$ cat src/rtl/seg_data_driver_pkg.sv
// Shared seven-segment display definitions: digit count, blank pattern, hex decode table
// and the display buffer layout used by the cathode driver.
package seg_data_driver_pkg;

    localparam int NUM_DIGITS = 8;
    localparam int SEL_W      = $clog2(NUM_DIGITS);

    localparam logic [SEL_W-1:0] LAST_SEL  = SEL_W'(NUM_DIGITS - 1);
    localparam logic [6:0]       SEG_BLANK = 7'h7F;

    // Active-low {a,b,c,d,e,f,g}; entry 0 is the rightmost element.
    localparam logic [15:0][6:0] SEG_DECODE = {
        7'b0111000, 7'b0110000, 7'b1000010, 7'b0110001,   // F E d C
        7'b1100000, 7'b0001000, 7'b0000100, 7'b0000000,   // b A 9 8
        7'b0001111, 7'b0100000, 7'b0100100, 7'b1001100,   // 7 6 5 4
        7'b0000110, 7'b0010010, 7'b1001111, 7'b0000001    // 3 2 1 0
    };

    typedef struct packed {
        logic [7:0]  dp;
        logic [31:0] data;
    } disp_buf_t;

    // True when digit idx (idx >= 1) and every more-significant nibble are zero.
    function automatic logic lz_blank(input logic [31:0] data, input logic [SEL_W-1:0] idx);
        logic [31:0] upper;
        upper    = data >> {idx, 2'b00};
        lz_blank = (idx != {SEL_W{1'b0}}) && (upper == 32'h0000_0000);
    endfunction

endpackage

$ cat src/rtl/seg_data_driver_if.sv
// Signal bundle between the display controller (master) and the cathode driver (slave).
interface seg_data_driver_if;
    import seg_data_driver_pkg::*;

    logic [SEL_W-1:0] sel;
    logic             wr_en;
    logic [31:0]      wr_data;
    logic [7:0]       wr_dp;
    logic             lz_en;
    logic [6:0]       cathodes;
    logic             dp;
    logic             pending;
    logic             frame_done;

    modport master (
        output sel, wr_en, wr_data, wr_dp, lz_en,
        input  cathodes, dp, pending, frame_done
    );

    modport slave (
        input  sel, wr_en, wr_data, wr_dp, lz_en,
        output cathodes, dp, pending, frame_done
    );

endinterface

$ cat src/rtl/seg_data_driver_hex_to_7seg.sv
// Purely combinational hex nibble to active-low seven-segment decoder.
module seg_data_driver_hex_to_7seg
    import seg_data_driver_pkg::*;
(
    input  logic [3:0] nibble,
    output logic [6:0] seg
);

    // Table lookup into the shared decode constant.
    always_comb begin
        seg = SEG_DECODE[nibble];
    end

endmodule

$ cat src/rtl/seg_data_driver.sv
// Cathode driver for the 8-digit display: double-buffered data swapped at frame wrap,
// dead-time blanking after every select change and optional leading-zero blanking.
module seg_data_driver
    import seg_data_driver_pkg::*;
#(
    parameter int unsigned BLANK_CYC = 4
) (
    input  logic             clk,
    input  logic             reset,
    seg_data_driver_if.slave bus
);

    localparam logic [7:0] BLANK_LD = 8'(BLANK_CYC);

    disp_buf_t        active_r;
    disp_buf_t        shadow_r;
    logic             pending_r;
    logic [SEL_W-1:0] sel_q_r;
    logic [7:0]       blk_cnt_r;
    logic [6:0]       cathodes_r;
    logic             dp_r;
    logic             frame_done_r;

    logic             chg_s;
    logic             wrap_s;
    logic             blank_s;
    logic             lz_s;
    logic [3:0]       nibble_s;
    logic [6:0]       seg_s;

    // Select-change, frame-wrap and digit-selection terms for the current cycle.
    always_comb begin
        chg_s    = (bus.sel != sel_q_r);
        wrap_s   = chg_s && (sel_q_r == LAST_SEL) && (bus.sel == {SEL_W{1'b0}});
        blank_s  = chg_s || (blk_cnt_r != 8'd0);
        nibble_s = active_r.data[{sel_q_r, 2'b00} +: 4];
        lz_s     = bus.lz_en && lz_blank(active_r.data, sel_q_r);
    end

    seg_data_driver_hex_to_7seg u_hex_to_7seg (
        .nibble (nibble_s),
        .seg    (seg_s)
    );

    // Buffers, change tracking, dead-time counter and registered segment outputs.
    always_ff @(posedge clk or posedge reset) begin
        if (reset) begin
            active_r     <= '0;
            shadow_r     <= '0;
            pending_r    <= 1'b0;
            sel_q_r      <= {SEL_W{1'b0}};
            blk_cnt_r    <= BLANK_LD;
            cathodes_r   <= SEG_BLANK;
            dp_r         <= 1'b1;
            frame_done_r <= 1'b0;
        end else begin
            sel_q_r      <= bus.sel;
            frame_done_r <= wrap_s;

            if (chg_s) begin
                blk_cnt_r <= BLANK_LD;
            end else if (blk_cnt_r != 8'd0) begin
                blk_cnt_r <= blk_cnt_r - 8'd1;
            end else begin
                blk_cnt_r <= blk_cnt_r;
            end

            // On a coincident wrap and write the old shadow goes live, the new data stays queued.
            if (wrap_s && pending_r) begin
                active_r <= shadow_r;
            end else begin
                active_r <= active_r;
            end

            if (bus.wr_en) begin
                shadow_r  <= '{dp: bus.wr_dp, data: bus.wr_data};
                pending_r <= 1'b1;
            end else if (wrap_s) begin
                shadow_r  <= shadow_r;
                pending_r <= 1'b0;
            end else begin
                shadow_r  <= shadow_r;
                pending_r <= pending_r;
            end

            if (blank_s) begin
                cathodes_r <= SEG_BLANK;
                dp_r       <= 1'b1;
            end else begin
                cathodes_r <= lz_s ? SEG_BLANK : seg_s;
                dp_r       <= ~active_r.dp[sel_q_r];
            end
        end
    end

    assign bus.cathodes   = cathodes_r;
    assign bus.dp         = dp_r;
    assign bus.pending    = pending_r;
    assign bus.frame_done = frame_done_r;

endmodule

$ cat src/flat_wrapper.sv
// flat-port wrapper written by rule: the top's interface ports become plain ports
module seg_data_driver_flat import seg_data_driver_pkg::*;
#(
    parameter int unsigned BLANK_CYC = 4
)
  (clk, reset, bus_sel, bus_wr_en, bus_wr_data, bus_wr_dp, bus_lz_en, bus_cathodes, bus_dp, bus_pending, bus_frame_done);
  seg_data_driver_if bus_i ();
  input  logic clk;
  input  logic reset;
  input wire logic [$bits(bus_i.sel)-1:0] bus_sel;
  input wire logic [$bits(bus_i.wr_en)-1:0] bus_wr_en;
  input wire logic [$bits(bus_i.wr_data)-1:0] bus_wr_data;
  input wire logic [$bits(bus_i.wr_dp)-1:0] bus_wr_dp;
  input wire logic [$bits(bus_i.lz_en)-1:0] bus_lz_en;
  output wire logic [$bits(bus_i.cathodes)-1:0] bus_cathodes;
  output wire logic [$bits(bus_i.dp)-1:0] bus_dp;
  output wire logic [$bits(bus_i.pending)-1:0] bus_pending;
  output wire logic [$bits(bus_i.frame_done)-1:0] bus_frame_done;
  assign bus_i.sel = bus_sel;
  assign bus_i.wr_en = bus_wr_en;
  assign bus_i.wr_data = bus_wr_data;
  assign bus_i.wr_dp = bus_wr_dp;
  assign bus_i.lz_en = bus_lz_en;
  assign bus_cathodes = bus_i.cathodes;
  assign bus_dp = bus_i.dp;
  assign bus_pending = bus_i.pending;
  assign bus_frame_done = bus_i.frame_done;
  seg_data_driver #(.BLANK_CYC(BLANK_CYC)) u_core (.clk(clk), .reset(reset), .bus(bus_i));
endmodule
$ cat config.mk
export PLATFORM = sky130hd
export DESIGN_NAME = seg_data_driver_flat
export DESIGN_NICKNAME = d
export VERILOG_FILES = /design/src/rtl/seg_data_driver_pkg.sv /design/src/rtl/seg_data_driver_if.sv /design/src/rtl/seg_data_driver_hex_to_7seg.sv /design/src/rtl/seg_data_driver.sv /design/src/flat_wrapper.sv
export SDC_FILE = /design/constraint.sdc
export NUM_CORES = 1
export LEC_CHECK = 0
export ABC_AREA = 1
export CORE_MARGIN = 8
export CORE_UTILIZATION = 28
export CTS_CLUSTER_SIZE = 24
export DETAILED_ROUTE_END_ITERATION = 10
export GPL_TIMING_DRIVEN = 0
export RECOVER_POWER = 50
export SKIP_LAST_GASP = 1
export SLEW_MARGIN = 20
export SYNTH_ARGS = -nofsm -noshare
export SYNTH_HDL_FRONTEND = slang
export SYNTH_SLANG_ARGS = --single-unit
$ cat constraint.sdc
create_clock -name clk -period 3 [get_ports clk]
set_input_delay 0.6 -clock clk [delete_from_list [all_inputs] [get_ports clk]]
set_output_delay 0.6 -clock clk [all_outputs]
set_load 0.05 [all_outputs]
After elaboration in Yosys (flattened, before gate mapping)
Memory sizes are Yosys's and may differ from the RTL's.
Index checks and enable logic that the tools add are counted.
- bits in read-only memories: 112
- word-level logic and storage cells: 41
- memories: 1
- flip-flop bits (word level): 101
- shifts and indexed selects: 2
- bitwise logic cells: 1
- eq/ne operators: 2
- muxes and demuxes: 10
- reduce and logical (&&, ||, !) cells: 12
- magnitude comparators: 2
- add/subtract/negate cells: 1
- memories (name ; words ; width ; read ports ; clocked after memory_dff ; wr ports ; RTL line ; text):
    (name not given) ; 16 ; 7 ; 1 ; 0 ; 0 ; seg_data_driver_hex_to_7seg.sv:11 ; seg = SEG_DECODE[nibble];
- operator list (cell ; number):
    logical NOT 32 bit ; 1
    variable part select 32 x 6 -> 4 bit ; 1
    right shift 32 x 5 -> 32 bit ; 1
    two-way mux 7 bit ; 3
    two-way mux 8 bit ; 2
    nonzero test 8 bit ; 1
    subtractor 8 x 1 -> 8 bit (second input constant) ; 1
    logical AND 1 bit ; 5
    less-than comparator 4 x 5 -> 1 bit (second input constant) ; 1
    less-than comparator 3 x 4 -> 1 bit (second input constant) ; 1
    two-way mux 1 bit ; 4
    nonzero test 2 bit ; 2
    binary-select mux 1 bit (select 3 bit) ; 1
    equality test 3 bit (second input constant) ; 1
    logical NOT 3 bit ; 1
    inequality test 3 bit ; 1
    nonzero test 3 bit ; 1
    logical OR 1 bit ; 1
    NOT 1 bit ; 1

Longest topological paths before layout
Gate-level depths: netlist of the first run.
- depth in word-level cells: 6
- depth in mapped cells: 16
- gate-level depth less buffers: 14

Cells and area by module
Synthesis of the first run repeated with hierarchy kept, for this count alone.
- cells, all modules: 629
- area total of the unflattened synthesis: 4904.7 µm²
- by module, submodules not included (module ; sequential area each (µm²) ; times used ; area an instance (µm²) ; cells an instance):
    seg_data_driver ; 2538.7 ; 1 ; 4624.4 ; 577
    seg_data_driver_hex_to_7seg ; 0.0 ; 1 ; 280.3 ; 52

Worst setup path before layout of the first run
OpenSTA, ideal clock, no wires.
- path kind: register to register
- start: reg u_core.sel_q_r[0]
- end: reg u_core.cathodes_r[1] (netlist: u_core.bus.cathodes[1])
- arrival: 1.817 ns
- cell stages (with the launch flop): 16
- period minus slack after synthesis: 1.877 ns
- setup slack: 1.123 ns
- path through: dfrtp_1 buf_6 buf_4 nand2_1 nand3_2 nand2_1 nand2_1 nand2_1 ha_1 nand2_1 o21bai_1 inv_1 nand4_1 nor2_1 nand2_2 nand2_1
- longest elaborated chain between the ends: 6
- ends and longest elaborated chain (what ; RTL line ; text):
    start, declared ; seg_data_driver.sv:18 ; logic [SEL_W-1:0] sel_q_r;
    start signal, assigned ; seg_data_driver.sv:51 ; sel_q_r <= {SEL_W{1'b0}};
    start signal, assigned ; seg_data_driver.sv:57 ; sel_q_r <= bus.sel;
    parallel branches: the longest is 5 deep, another holds memory read (16 x 7 bit) ; - ;
    two-way mux 7 bit (*) ; seg_data_driver.sv:86 ; if (blank_s) begin
    end signal, assigned ; seg_data_driver.sv:90 ; cathodes_r <= lz_s ? SEG_BLANK : seg_s;
    end, declared ; seg_data_driver.sv:20 ; logic [6:0] cathodes_r;
Mark *: on every way between the ends. The select of a mux whose other input is x is not followed.
A chain may end at the register's enable or synchronous reset.

Worst setup path after layout of the first run
- start: in bus_sel[1]
- end: reg u_core.active_r[20] in the netlist's numbering
- longest elaborated chain between the ends: 4
- ends and longest elaborated chain (what ; RTL line ; text):
    start, declared ; flat_wrapper.sv:10 ; input wire logic [$bits(bus_i.sel)-1:0] bus_sel;
    inequality test 3 bit ; seg_data_driver.sv:33 ; chg_s = (bus.sel != sel_q_r);
    logical AND 1 bit ; seg_data_driver.sv:34 ; wrap_s = chg_s && (sel_q_r == LAST_SEL) && (bus.sel == {SEL_W{1'b0}});
    logical AND 1 bit (*) ; seg_data_driver.sv:34 ;
    net u_core.wrap_s ; seg_data_driver.sv:25 ; logic wrap_s;
    logical AND 1 bit (*) ; seg_data_driver.sv:69 ; if (wrap_s && pending_r) begin
    end signal, assigned ; seg_data_driver.sv:70 ; active_r <= shadow_r;
    end signal, assigned ; seg_data_driver.sv:72 ; active_r <= active_r;
    end, declared ; seg_data_driver.sv:15 ; disp_buf_t active_r;
The timed path passes the listed nets; every way through them passes the cells marked *.

==> results of run 1 <==
## critical path, cell delays in order
cell           delay, ps
dlygate4sd3_1        590
nor2_2               180
inv_2                 50
nor4_1               530
nand2_2              280
buf_2                280
nand2_1               70
o21ai_1               60
## Yosys cell counts, drive strengths merged
cell	instances
nand2	214
o21ai	93
dfrtp	92
inv	65
nand3	34
nor2	30
buf	18
clkbuf	9
dfstp	9
a21oi	7
ha	7
nor3	7
nand4	5
o21bai	3
xor2	3
o221ai	2
xnor2	2
a31oi	1
nor4	1
o22ai	1
## cell families after synthesis
kind of cell             Yosys count
AO/OA/AOI/OAI                    107
XOR/XNOR                           5
adder cells (fa/ha/maj)            7
buffers and inverters             92
flip-flops                       101
AND/OR/NAND/NOR                  291
## state kept, by name (all words and copies together), names as in the netlist
name,flops
u_core.active_r,40
u_core.blk_cnt_r,8
u_core.bus.cathodes,7
u_core.bus.dp,1
u_core.bus.frame_done,1
u_core.bus.pending,1
u_core.sel_q_r,3
u_core.shadow_r,40
## cell type report
class	instances	area share [%]
Clock inverter	1	0.08332
Multi-Input combinational cell	410	31.76
Timing Repair Buffer	58	9.915
Inverter	65	4.166
Sequential cell	101	42.26
Buffer	27	2.499
Clock buffer	15	4.624
Tap cell	225	4.687
## power groups by stage
stage	Clock (mW)	Sequential, mW	Combinational [mW]
after floorplan	0	1.61	0.434
after global placement	0	1.63	0.607
after detailed placement	0	1.64	0.626
after CTS	1.14	1.61	0.630
after global routing	1.20	1.63	0.723
final	1.11	1.61	0.620
## path summary, 6_finish.rpt
kind | depth (start not counted) | endpoint | slack, ps | startpoint
min in group asynchronous | 2 | u_core.shadow_r[18] | 830 | reset
worst min-delay path | 2 | u_core.active_r[39] | 490 | u_core.active_r[39]
worst max register to register | 15 | u_core.bus.cathodes[5] | 690 | u_core.sel_q_r[0]
max in group asynchronous | 4 | u_core.active_r[9] | 830 | reset
worst max-delay path | 8 | u_core.active_r[20] | 580 | bus_sel[1]
worst min register to register | 2 | u_core.active_r[39] | 490 | u_core.active_r[39]
## routing by layer
metal | track usage, % | share of wire, % | vias to the layer above
li1 | - | - | 2055
met1 | 14.86 | 49 | 1779
met2 | 17.55 | 45 | 69
met3 | 2.813 | 4.1 | 13
met4 | 5.558 | 1.9 | 0
met5 | 0 | 0 | -
## stage by stage
stage                     hold slack [ps]  cells  power (mW)  cell area, um^2
after floorplan                     458.2    603       2.047             4865
after global placement              474.1    883       2.242             5697
after detailed placement            481.4    886       2.263             5757
after CTS                           496.4    902       3.387             6040
after global routing                506.6    902       3.557             6007
final                               494.8    902       3.341             6007
==> results.ini, run 1 <==
[clocking]
numClockSinks=101
cts_tree=yes
htree_levels=3
cts-root-buf=clkbuf_16
cts_max_path_buffers=2
clk_pin_slew_ps=60
post_cts_resized=0
cts_buffers=9
clock_latency_ps=350
holdBufCountCts=0
post_cts_buffers=0

[pwr]
cellPowerDensity_nw_per_um2=556.1
p_leak_nw=2.883
vdd.ir_drop.worst_v=0.0002852
combinationalPowerShare_pct=18.6
internal-power_mw=2.397
p_clk_share_pct=33.1
p_sw_share_pct=28.24
p_sw_uw=943.2
p_seq_share_pct=48.3

[synthesis]
netlist_top_cells_area=dfrtp_1, nand2_1, dfstp_2
synth_compound_area_share_pct=11.61
synth-xor-area-share_pct=0.9009
synth_seq_cells=101
synth-simple-area-share_pct=25.25
syn_nets=657
synth.avg_cell_area_um2=8.061
seq_area_frac_synth_pct=52.23
synthAdderAreaFrac_pct=1.802
yosysTopAreaCellShare_pct=47.36
syn_inst=603
synthDistinctLibCells=32
syn_area_um2=4861
synth_mux_area_share_pct=0
post-synth-top-area-cell=dfrtp_1
yosys_warnings=0
synth_top_family_by_area=simple AND/OR/NAND/NOR gates

[final_layout]
finish.utilization_pct=35.10
syn_to_final_growth_pct=23.58
multi_input_area_um2=1908
antenna_cells=0
drive_gt1_share_pct=9.601
final_nets=726
layout_common_cells=nand2_1, dfrtp_1, inv_1, clkdlybuf4s50_1, o21ai_0
nFillCells=1799
seq_area_um2=2539
layout_commonest_cell=nand2_1

[sta]
hold_viol=0
fin_skew_ps=7.196
slew_headroom_pct=41.42
period_share_pct=80.51
fin_tns_setup_ps=0
timing.final.ws_setup_ps=584.8
rsz0062_at_grt=no
fin_crit_ps=2415
finalSetupViolations=0
worst_pin_slew_ps=873.9
max_freq_mhz=414.0
slew_viol_final=0

[global_route]
grt_pass1_wl_um=19930
grt_pass1_vias=3981
gr-total-overflow=0
grt_max_degree=32
antenna_found_initial=0
track_usage_pct=11.45

[hold_path]
hp-class=reg2reg

[placed_design]
dp_hpwl_um=8782
io_buffers=55
place.gp.congestion=0.9103
dp_slack_ps=692.5

[routing]
drt_iter0_markers=240
routed_wl_um=11720
vias=3916
antenna_left=0
avgRoutedWirePerCell_um=12.99
drc=0
vias_per_cell=4.341
firstDrtPassIters=4

[die]
die_w_um=147.8
start_util_pct=28.40
dieArea_um2=21830
core_um2=17120
rows=48
die_y_um=147.8
pin_count=57

[worst_setup_path]
start_kind=primary input
worstPathArrival_ps=2650
critical_path.endpoint_type=register
crit_fanout=10
crit_required_ps=3230
critPathKind=in2reg

[status]
status=finished, final reports clean

[job]
maxCapViolations=0

Power figures use the tool's default switching activity.
==> run 2: changes to the inputs <==
==> constraint.sdc (replaced) <==
create_clock -name clk -period 2.5 [get_ports clk]
set_input_delay 0.5 -clock clk [delete_from_list [all_inputs] [get_ports clk]]
set_output_delay 0.5 -clock clk [all_outputs]
set_load 0.05 [all_outputs]
==> run 2 against run 1 <==
Effect of this change:
- first-iteration DRC count shrank 2.1%
- die area is the same
- via count grew 0.20%
- combinational power grew 20%
- design area shrank 0.10%
- register-to-register slack lost 480 ps
- largest cell class unchanged
- count of clock-buffer cells in the layout is the same
- total power grew 20%
- non-clock buffer count is the same
==> results.ini, run 2 (synthesis gave the netlist of run 1 again) <==
[routing]
vias=3924  ; +0.20%
avgRoutedWirePerCell_um=13.00  ; +0.10%
antenna_left=0  ; unchanged
vias_per_cell=4.350  ; +0.20%
firstDrtPassIters=4  ; unchanged
drc=0  ; unchanged
routed_wl_um=11730  ; +0.10%
drt_iter0_markers=235  ; -2.1%

[sta]
fin_crit_ps=2294
finalSetupViolations=0  ; unchanged
fin_skew_ps=7.082  ; -0.1144 ps
fin_hold_ws_ps=494.3  ; -0.5260 ps
timing.final.ws_setup_ps=206.1  ; -378.7 ps
slew_headroom_pct=45.55  ; +4.1 points
max_freq_mhz=435.9
period_share_pct=91.76
hold_viol=0  ; unchanged
slew_viol_final=0  ; unchanged
fin_tns_setup_ps=0  ; unchanged
rsz0062_at_grt=no
worst_pin_slew_ps=812.3  ; -61.54 ps

[clocking]
cts-root-buf=clkbuf_16
numClockSinks=101  ; unchanged
clock_latency_ps=350  ; about the same
clk_pin_slew_ps=60  ; about the same
cts_buffers=9  ; unchanged
htree_levels=3  ; unchanged
cts_tree=yes
cts_max_path_buffers=2  ; unchanged

[final_layout]
syn_to_final_growth_pct=23.45
layout_common_cells=nand2_1, dfrtp_1, inv_1, clkdlybuf4s50_1, o21ai_0
final_nets=726  ; unchanged
reg_top3=u_core.active_r: 40 flops, u_core.shadow_r: 40 flops, u_core.blk_cnt_r: 8 flops
fin_area_um2=6001  ; -0.10%
antenna_cells=0  ; unchanged
layout_commonest_cell=nand2_1
finish.utilization_pct=35.06  ; -0.037 points
drive_gt1_share_pct=9.897  ; +0.30 points
stdcell_count=902  ; unchanged

[die]
start_util_pct=28.40  ; unchanged
die_w_um=147.8  ; unchanged
rows=48  ; unchanged
dieArea_um2=21830  ; unchanged
core_um2=17120  ; unchanged
pin_count=57  ; unchanged
die_y_um=147.8  ; unchanged

[worst_setup_path]
start_kind=register
worstPathArrival_ps=2580  ; -70 ps
crit_required_ps=2790  ; -440 ps
cp_num_buf_inv=3  ; unchanged
critPathKind=reg2reg
reg2reg_depth=15  ; unchanged
critical_path.endpoint_type=register
path_cells=buf_6 -> buf_4 -> nand2_1 -> nand3_1 -> nand2_1 -> nand2_1 -> nand2_1 -> ha_1 -> nand2_1 -> o21bai_1 -> inv_1 -> nand4_1 -> nor2_1 -> nand2_2 -> nand2_1
regToRegStartpoint=u_core.sel_q_r[0]
reg2reg_to=u_core.bus.cathodes[5]
max_stage_delay_ps=370  ; -220 ps
critPathSlowestCell=dfrtp_1
crit_fanout=10  ; unchanged
r2r_setup_slack_ps=210  ; -480 ps
crit_top_cell=nand2_1
critical_path.top_delay_family=simple AND/OR/NAND/NOR gates

[global_route]
grt_pass1_vias=3981  ; unchanged
track_usage_pct=11.45  ; unchanged
gr-total-overflow=0  ; unchanged
grt_max_degree=32  ; unchanged
antenna_found_initial=0  ; unchanged
grt_pass1_wl_um=19930  ; unchanged

[pwr]
internal-power_mw=2.873  ; +20%
cellPowerDensity_nw_per_um2=666.7  ; +20%
p_sw_share_pct=28.18  ; -0.055 points
vdd.ir_drop.worst_v=0.0003393  ; +19%
p_leak_nw=2.877  ; -0.20%
p_seq_share_pct=48.4  ; about the same
combinationalPowerShare_pct=18.5  ; about the same
power.total_mw=4.001  ; +20%
p_sw_mw=1.127  ; +20%
p_clk_share_pct=33.1  ; about the same

[placed_design]
dp_slack_ps=222.0  ; -470.6 ps
dp_hpwl_um=8782  ; unchanged
io_buffers=55  ; unchanged
place.gp.congestion=0.9103  ; unchanged
place_inst=886  ; unchanged
dpl_cell_area_um2=5757  ; unchanged

[hold_path]
hold_end=u_core.active_r[38]
hp-class=reg2reg
holdPathStages=2  ; unchanged
hp-start=u_core.active_r[38]

[job]
maxCapViolations=0  ; unchanged

[status]
status=finished, final reports clean

[run 2: changes by cell type in the layout (fill, tap and decap cells not counted), sizes merged]
cell    before  now
buf         20   19
clkbuf      25   26
[run 2: power by group through the flow]
stage	clock network, mW	registers [mW]	logic, mW
after global routing	1.44	1.96	0.866
after detailed placement	0	1.96	0.751
after floorplan	0	1.94	0.521
final	1.32	1.94	0.742
after CTS	1.37	1.94	0.756
after global placement	0	1.96	0.728
[run 2: worst reg2reg max path, delay by kind of cell, from the launching register on]
family,cells,cell delay (ps)
adders and majority gates,1,220
DFF,1,370
and+or+nand+nor,10,1090
buffers and inverters,3,400
AOI/OAI and AO/OA,1,160
[run 2: what timing repair did]
action / CTS / global route
hold buffers: 0 / 0
setup buffers: 0 / 0
gates resized for setup: 0 / 1
endpoints found under the setup margin: 0 / 7
[run 2: worst max-delay path by stage]
stage                            startpoint                endpoint  cells after the start
after global placement                reset     u_core.shadow_r[39]                      2
after global routing      u_core.sel_q_r[0]  u_core.bus.cathodes[6]                     16
after floorplan           u_core.sel_q_r[0]  u_core.bus.cathodes[1]                     15
final                     u_core.sel_q_r[0]  u_core.bus.cathodes[5]                     15
after CTS                 u_core.sel_q_r[0]  u_core.bus.cathodes[5]                     15
after detailed placement  u_core.sel_q_r[0]  u_core.bus.cathodes[5]                     15
[run 2: area by class of cell]
cell class	count	area (um^2)
clock buffers	15	277.8
plain buffers	27	150.1
multi-input cells	410	1926
inverters	65	250.2
clock inverters	1	5.005
flip-flops and latches	101	2539
well taps	225	281.5
repair buffers	58	571.8
fillers	1800	11120
[run 2: metal layers]
metal  GRT usage [%]  vias to the layer above  share of wire, %
met2           17.55                       63                45
met4           5.558                        0               1.7
met3           2.813                       12               4.1
met1           14.86                     1792                49
li1                -                     2057                 -
met5               0                        -                 0
